[config.mk]
export PLATFORM = sky130hd
export DESIGN_NAME = triangle_raster
export DESIGN_NICKNAME = d
export VERILOG_FILES = /design/src/rtl/triangle_raster.sv
export SDC_FILE = /design/constraint.sdc
export NUM_CORES = 1
export LEC_CHECK = 0
export CAP_MARGIN = 20
export CORE_MARGIN = 5
export CORE_UTILIZATION = 50
export CTS_BUF_LIST = sky130_fd_sc_hd__clkbuf_16
export DETAILED_ROUTE_END_ITERATION = 8
export PLACE_DENSITY = 0.77
export SLEW_MARGIN = 30
export SYNTH_ARGS = -nofsm -noshare
export SYNTH_HDL_FRONTEND = slang
export SYNTH_SLANG_ARGS = --single-unit
[constraint.sdc]
create_clock -name CLOCK_50 -period 5.75 [get_ports CLOCK_50]
set_input_delay 1.15 -clock CLOCK_50 [delete_from_list [all_inputs] [get_ports CLOCK_50]]
set_output_delay 1.15 -clock CLOCK_50 [all_outputs]
set_load 0.02 [all_outputs]
[src/rtl/triangle_raster.sv]
// triangle_raster: latches three vertices, derives their screen-clamped
// bounding box and walks every pixel in it in raster order. Each pixel is
// held on px/py long enough for the downstream point-in-triangle checker to
// settle; pixels reported inside are sent out on a valid/ready write port.
module triangle_raster #(
   parameter int SCREEN_W      = 640,
   parameter int SCREEN_H      = 480,
   parameter int CHECK_LATENCY = 2
) (
   input  logic        CLOCK_50,
   input  logic        reset,
   input  logic        start,
   input  logic [10:0] ax,
   input  logic [10:0] ay,
   input  logic [10:0] bx,
   input  logic [10:0] by,
   input  logic [10:0] cx,
   input  logic [10:0] cy,
   output logic [10:0] px,
   output logic [10:0] py,
   input  logic        check,
   output logic        wr_valid,
   input  logic        wr_ready,
   output logic [10:0] wr_x,
   output logic [10:0] wr_y,
   output logic        busy,
   output logic        done,
   output logic [19:0] pix_count
);

   localparam logic [10:0] X_LIM     = 11'(SCREEN_W - 1);
   localparam logic [10:0] Y_LIM     = 11'(SCREEN_H - 1);
   // PROBE lasts WAIT_INIT+1 cycles; check is sampled when the counter hits 0
   localparam logic [3:0]  WAIT_INIT = 4'(CHECK_LATENCY);

   typedef enum logic [2:0] {
      S_IDLE,
      S_BBOX,
      S_PROBE,
      S_WRITE,
      S_ADVANCE,
      S_DONE
   } state_t;

   state_t      state_q, state_d;
   logic [10:0] vx_q [3];
   logic [10:0] vx_d [3];
   logic [10:0] vy_q [3];
   logic [10:0] vy_d [3];
   logic [10:0] xmin_q, xmin_d, xmax_q, xmax_d;
   logic [10:0] ymin_q, ymin_d, ymax_q, ymax_d;
   logic [10:0] px_q, px_d, py_q, py_d;
   logic [10:0] wr_x_q, wr_x_d, wr_y_q, wr_y_d;
   logic        wr_valid_q, wr_valid_d;
   logic [19:0] pix_count_q, pix_count_d;
   logic [3:0]  wait_q, wait_d;

   function automatic logic [10:0] min3(input logic [10:0] a,
                                        input logic [10:0] b,
                                        input logic [10:0] c);
      logic [10:0] m;
      m = (a < b) ? a : b;
      return (c < m) ? c : m;
   endfunction

   function automatic logic [10:0] max3(input logic [10:0] a,
                                        input logic [10:0] b,
                                        input logic [10:0] c);
      logic [10:0] m;
      m = (a > b) ? a : b;
      return (c > m) ? c : m;
   endfunction

   function automatic logic [10:0] clamp(input logic [10:0] v,
                                         input logic [10:0] lim);
      return (v > lim) ? lim : v;
   endfunction

   // Scan sequencer: next state and next value of every register
   always_comb begin
      state_d     = state_q;
      xmin_d      = xmin_q;
      xmax_d      = xmax_q;
      ymin_d      = ymin_q;
      ymax_d      = ymax_q;
      px_d        = px_q;
      py_d        = py_q;
      wr_x_d      = wr_x_q;
      wr_y_d      = wr_y_q;
      wr_valid_d  = wr_valid_q;
      pix_count_d = pix_count_q;
      wait_d      = wait_q;
      for (int i = 0; i < 3; i++) begin
         vx_d[i] = vx_q[i];
         vy_d[i] = vy_q[i];
      end

      case (state_q)
         S_IDLE: begin
            if (start) begin
               vx_d[0]     = ax;
               vy_d[0]     = ay;
               vx_d[1]     = bx;
               vy_d[1]     = by;
               vx_d[2]     = cx;
               vy_d[2]     = cy;
               pix_count_d = 20'd0;
               state_d     = S_BBOX;
            end
         end
         S_BBOX: begin
            xmin_d  = clamp(min3(vx_q[0], vx_q[1], vx_q[2]), X_LIM);
            xmax_d  = clamp(max3(vx_q[0], vx_q[1], vx_q[2]), X_LIM);
            ymin_d  = clamp(min3(vy_q[0], vy_q[1], vy_q[2]), Y_LIM);
            ymax_d  = clamp(max3(vy_q[0], vy_q[1], vy_q[2]), Y_LIM);
            px_d    = xmin_d;
            py_d    = ymin_d;
            wait_d  = WAIT_INIT;
            state_d = S_PROBE;
         end
         S_PROBE: begin
            if (wait_q == 4'd0) begin
               if (check) begin
                  wr_x_d     = px_q;
                  wr_y_d     = py_q;
                  wr_valid_d = 1'b1;
                  state_d    = S_WRITE;
               end else begin
                  state_d = S_ADVANCE;
               end
            end else begin
               wait_d = wait_q - 4'd1;
            end
         end
         S_WRITE: begin
            // wr_valid is only released by an actual transfer
            if (wr_ready) begin
               wr_valid_d  = 1'b0;
               pix_count_d = pix_count_q + 20'd1;
               state_d     = S_ADVANCE;
            end
         end
         S_ADVANCE: begin
            if (px_q < xmax_q) begin
               px_d    = px_q + 11'd1;
               wait_d  = WAIT_INIT;
               state_d = S_PROBE;
            end else if (py_q < ymax_q) begin
               px_d    = xmin_q;
               py_d    = py_q + 11'd1;
               wait_d  = WAIT_INIT;
               state_d = S_PROBE;
            end else begin
               state_d = S_DONE;
            end
         end
         S_DONE: begin
            state_d = S_IDLE;
         end
         default: begin
            state_d = S_IDLE;
         end
      endcase
   end

   // State and datapath registers with synchronous reset
   always_ff @(posedge CLOCK_50) begin
      if (reset) begin
         state_q     <= S_IDLE;
         xmin_q      <= '0;
         xmax_q      <= '0;
         ymin_q      <= '0;
         ymax_q      <= '0;
         px_q        <= '0;
         py_q        <= '0;
         wr_x_q      <= '0;
         wr_y_q      <= '0;
         wr_valid_q  <= 1'b0;
         pix_count_q <= '0;
         wait_q      <= '0;
         for (int i = 0; i < 3; i++) begin
            vx_q[i] <= '0;
            vy_q[i] <= '0;
         end
      end else begin
         state_q     <= state_d;
         xmin_q      <= xmin_d;
         xmax_q      <= xmax_d;
         ymin_q      <= ymin_d;
         ymax_q      <= ymax_d;
         px_q        <= px_d;
         py_q        <= py_d;
         wr_x_q      <= wr_x_d;
         wr_y_q      <= wr_y_d;
         wr_valid_q  <= wr_valid_d;
         pix_count_q <= pix_count_d;
         wait_q      <= wait_d;
         for (int i = 0; i < 3; i++) begin
            vx_q[i] <= vx_d[i];
            vy_q[i] <= vy_d[i];
         end
      end
   end

   assign px        = px_q;
   assign py        = py_q;
   assign wr_x      = wr_x_q;
   assign wr_y      = wr_y_q;
   assign wr_valid  = wr_valid_q;
   assign pix_count = pix_count_q;
   assign busy      = (state_q == S_BBOX)  || (state_q == S_PROBE) ||
                      (state_q == S_WRITE) || (state_q == S_ADVANCE);
   assign done      = (state_q == S_DONE);

endmodule

==> out/qor.txt <==
status - completed
top post-synthesis cells by count - nand2_1, dfxtp_1, a21oi_1, ha_1, nor2_1
Pint - 3.766 mW
first-pass GRT wire length - 46200 um
detailed-route wire length per cell - 17.09 um
flop-to-flop setup slack - 0.95 ns
Fill cells - 1833
Resized cells post-CTS - 0
switching part of the total - 47.94%
grt total ovfl - 0
vias in the first global route - 9068
Synth Register Bits - 171
layout cells sized above 1 - 5.479%
combinational share of power - 58.9%
part of the Yosys area used for sequential elements - 34.03%
final instance area - 0.01217 mm^2
met2 wire len - 13030 um
total length of routed met3 wires - 1675 um
RSZ-0062 raised after global routing - no
Mapped Avg Cell Area - 7.885 um^2
gr usage total - 23.71%
number of instances in the placed design - 1620
HPWL after detailed placement - 20700 um
Worst-Margin Slew - 0.9752 ns
antenna violations before repair - 0
Static Leak - 4.718 nW
final worst slack - 0.9521 ns
Initial Util - 51.19%
standard cell core area - 0.01965 mm^2
setup_tns - 0 ns
Hold Buf Count CTS - 0
worst vdd ir - 0.0003685 V
n_diodes - 0
Via density - 5.784
Chip Height - 151.9 um
top layer in use - met4
row count - 51
top cells by area, synth - dfxtp_1, ha_1, nand2_1
Die X - 151.9 um
required time worst endpoint - 6.09 ns
Final Hold Vio Count - 0
synth warn - 0
Crit. End Element - register
Slew Limit Fails - 0
clk slew on worst S/H paths - 0.07 ns
P&R area growth vs syn - 20.92%
Rel. slew slack - 34.99%
number of clock sinks - 171
kind of critical path - register to register
Final nets - 1534
I/O Buffers - 137
Synthesized Nets - 1436
Synth Cell Area - 0.01006 mm^2
post-layout minimum cycle time - 4.798 ns
CTS tree - done
library cells used by synthesis - 70
areal power density over the cells - 594.6 mW/mm^2
Skew-Pair Late Insertion Delay - 0.43 ns
DRT antenna net count - 0
postcts setup bufs - 0
Final GP Congestion - 0.9672
worst-path maximum fanout - 33
dpl ws - 1.059 ns
Post-Route WL - 28240 um
Tcrit/Tclk final - 83.44%
die footprint - 0.02306 mm^2
H-tree Lvls - 4
Post-Route M1 WL - 13020 um
routed vias - 9555
dominant synthesized flop cell - dfxtp_1
fin cells - 1652
area post-placement - 0.01159 mm^2
ys async rst share - 0%
Num CTS Buffers - 17
most numerous cell in the Yosys netlist - nand2_1
CP Launch Type - register
Final setup viols - 0
Post-synth EDFFs - 0
Fmax - 208.4 MHz
cell taking the most area after synthesis - dfxtp_1
io pins - 138
largest net degree at the start of global routing - 90
DRC - 0
First-pass DRT Iterations - 5
power share of the sequential group - 25.1%
CTS Buffer Depth - 2
share of the synthesized area in the top cell type - 34.03%
Pwr Total - 7.234 mW
clock network power share - 15.9%
cell count after synthesis - 1276
first-iteration detailed-routing DRC count - 675
worst clock skew - 0.006101 ns
Psw - 3.468 mW
Min-Delay Path Class - register to register
Root Driver - clkbuf_16
Max Cap Violations - 0
worst path arrival time - 5.14 ns
## power groups by stage
stage / logic, mW / registers (mW) / clock network [mW]
global placement: 4.09 / 1.83 / 0
global route: 4.69 / 1.85 / 1.22
detailed placement: 4.18 / 1.83 / 0
finish: 4.26 / 1.82 / 1.15
CTS: 4.23 / 1.81 / 1.17
floorplan: 3.11 / 1.75 / 0
## state kept, by name (all words and copies together) (netlist names)
register / flops
vy_q: 33
xmax_q: 11
px: 11
state_q: 3
wr_valid: 1
vx_q: 33
ymax_q: 11
xmin_q: 11
wr_y: 11
wr_x: 11
wait_q: 4
py: 11
pix_count: 20
## critical path, cell delays in order, from the launching register on
cell       delay [ns]
dfxtp_1          0.44
inv_1            0.10
ha_1             0.31
nand4_1          0.14
a211oi_2         0.30
a2111oi_4        0.08
buf_4            0.26
nor2_8           0.28
mux2i_1          0.38
ha_1             0.33
a21oi_1          0.19
a21oi_1          0.09
nor3_1           0.23
a21bo_2          0.39
mux2_2           0.40
o41a_4           0.52
a221oi_2         0.25
## final timing paths
check	start	end	cells after the start
max	vy_q[0][21]	ymax_q[2]	16
min	xmin_q[4]	xmin_q[4]	2
max reg2reg	vy_q[0][21]	ymax_q[2]	16
min reg2reg	xmin_q[4]	xmin_q[4]	2
## cell families after synthesis
kind of cell    count (synthesis)  share of synthesized area [%]
simple gates                  477                          20.99
compound gates                324                          20.48
flops                         171                          34.03
buf+inv                       128                          4.912
fa+ha+maj                      89                          11.07
mux                            60                          6.168
xor+xnor                       27                          2.350
## per-stage QoR
stage	hold slack (ns)	utilization, %
global placement	0.4350	58.92
detailed placement	0.4364	58.96
global route	0.4642	61.90
finish	0.4499	61.90
CTS	0.4478	61.87
floorplan	0.4218	-
## layer usage
layer,vias up,GRT usage [%]
met2,308,39.31
met5,-,0
li1,4708,-
met3,48,4.516
met1,4491,31.78
met4,0,6.336
## cell usage in the layout, fill, tap and decap left out, types with 5 or more instances in the layout
cell	Yosys	final
and2_1	8	7
nor2_1	81	81
o21a_1	14	14
mux2_2	11	11
a221oi_1	11	11
ha_1	89	89
clkdlybuf4s50_1	0	136
a221oi_2	5	5
and4_1	5	5
dfxtp_1	171	171
o31ai_1	9	8
nand2_1	254	253
buf_4	2	10
xnor2_1	11	11
a211oi_1	11	11
and3_1	14	14
nor4_1	6	6
xor2_1	16	16
inv_1	61	62
nand4_1	22	22
mux2i_1	47	47
o21ai_0	54	54
clkbuf_16	0	17
nand3_1	34	33
nand2b_1	6	6
a21o_1	6	6
nor3_1	28	28
a21oi_1	151	151
nor2b_1	7	7
o211ai_1	10	10
a31oi_1	14	14
## layout make-up
cell class                 instances  area, um^2  area share (%)
clock inverter                    15       146.4           1.203
sequential                       171        3423           28.14
inverter                          61       229.0           1.882
multi-input combinational        977        6173           50.75
timing repair buffer             146        1436           11.81
tap                              265       331.6           2.726
clock buffer                      17       425.4           3.497
(Power assumes the default switching activity.)
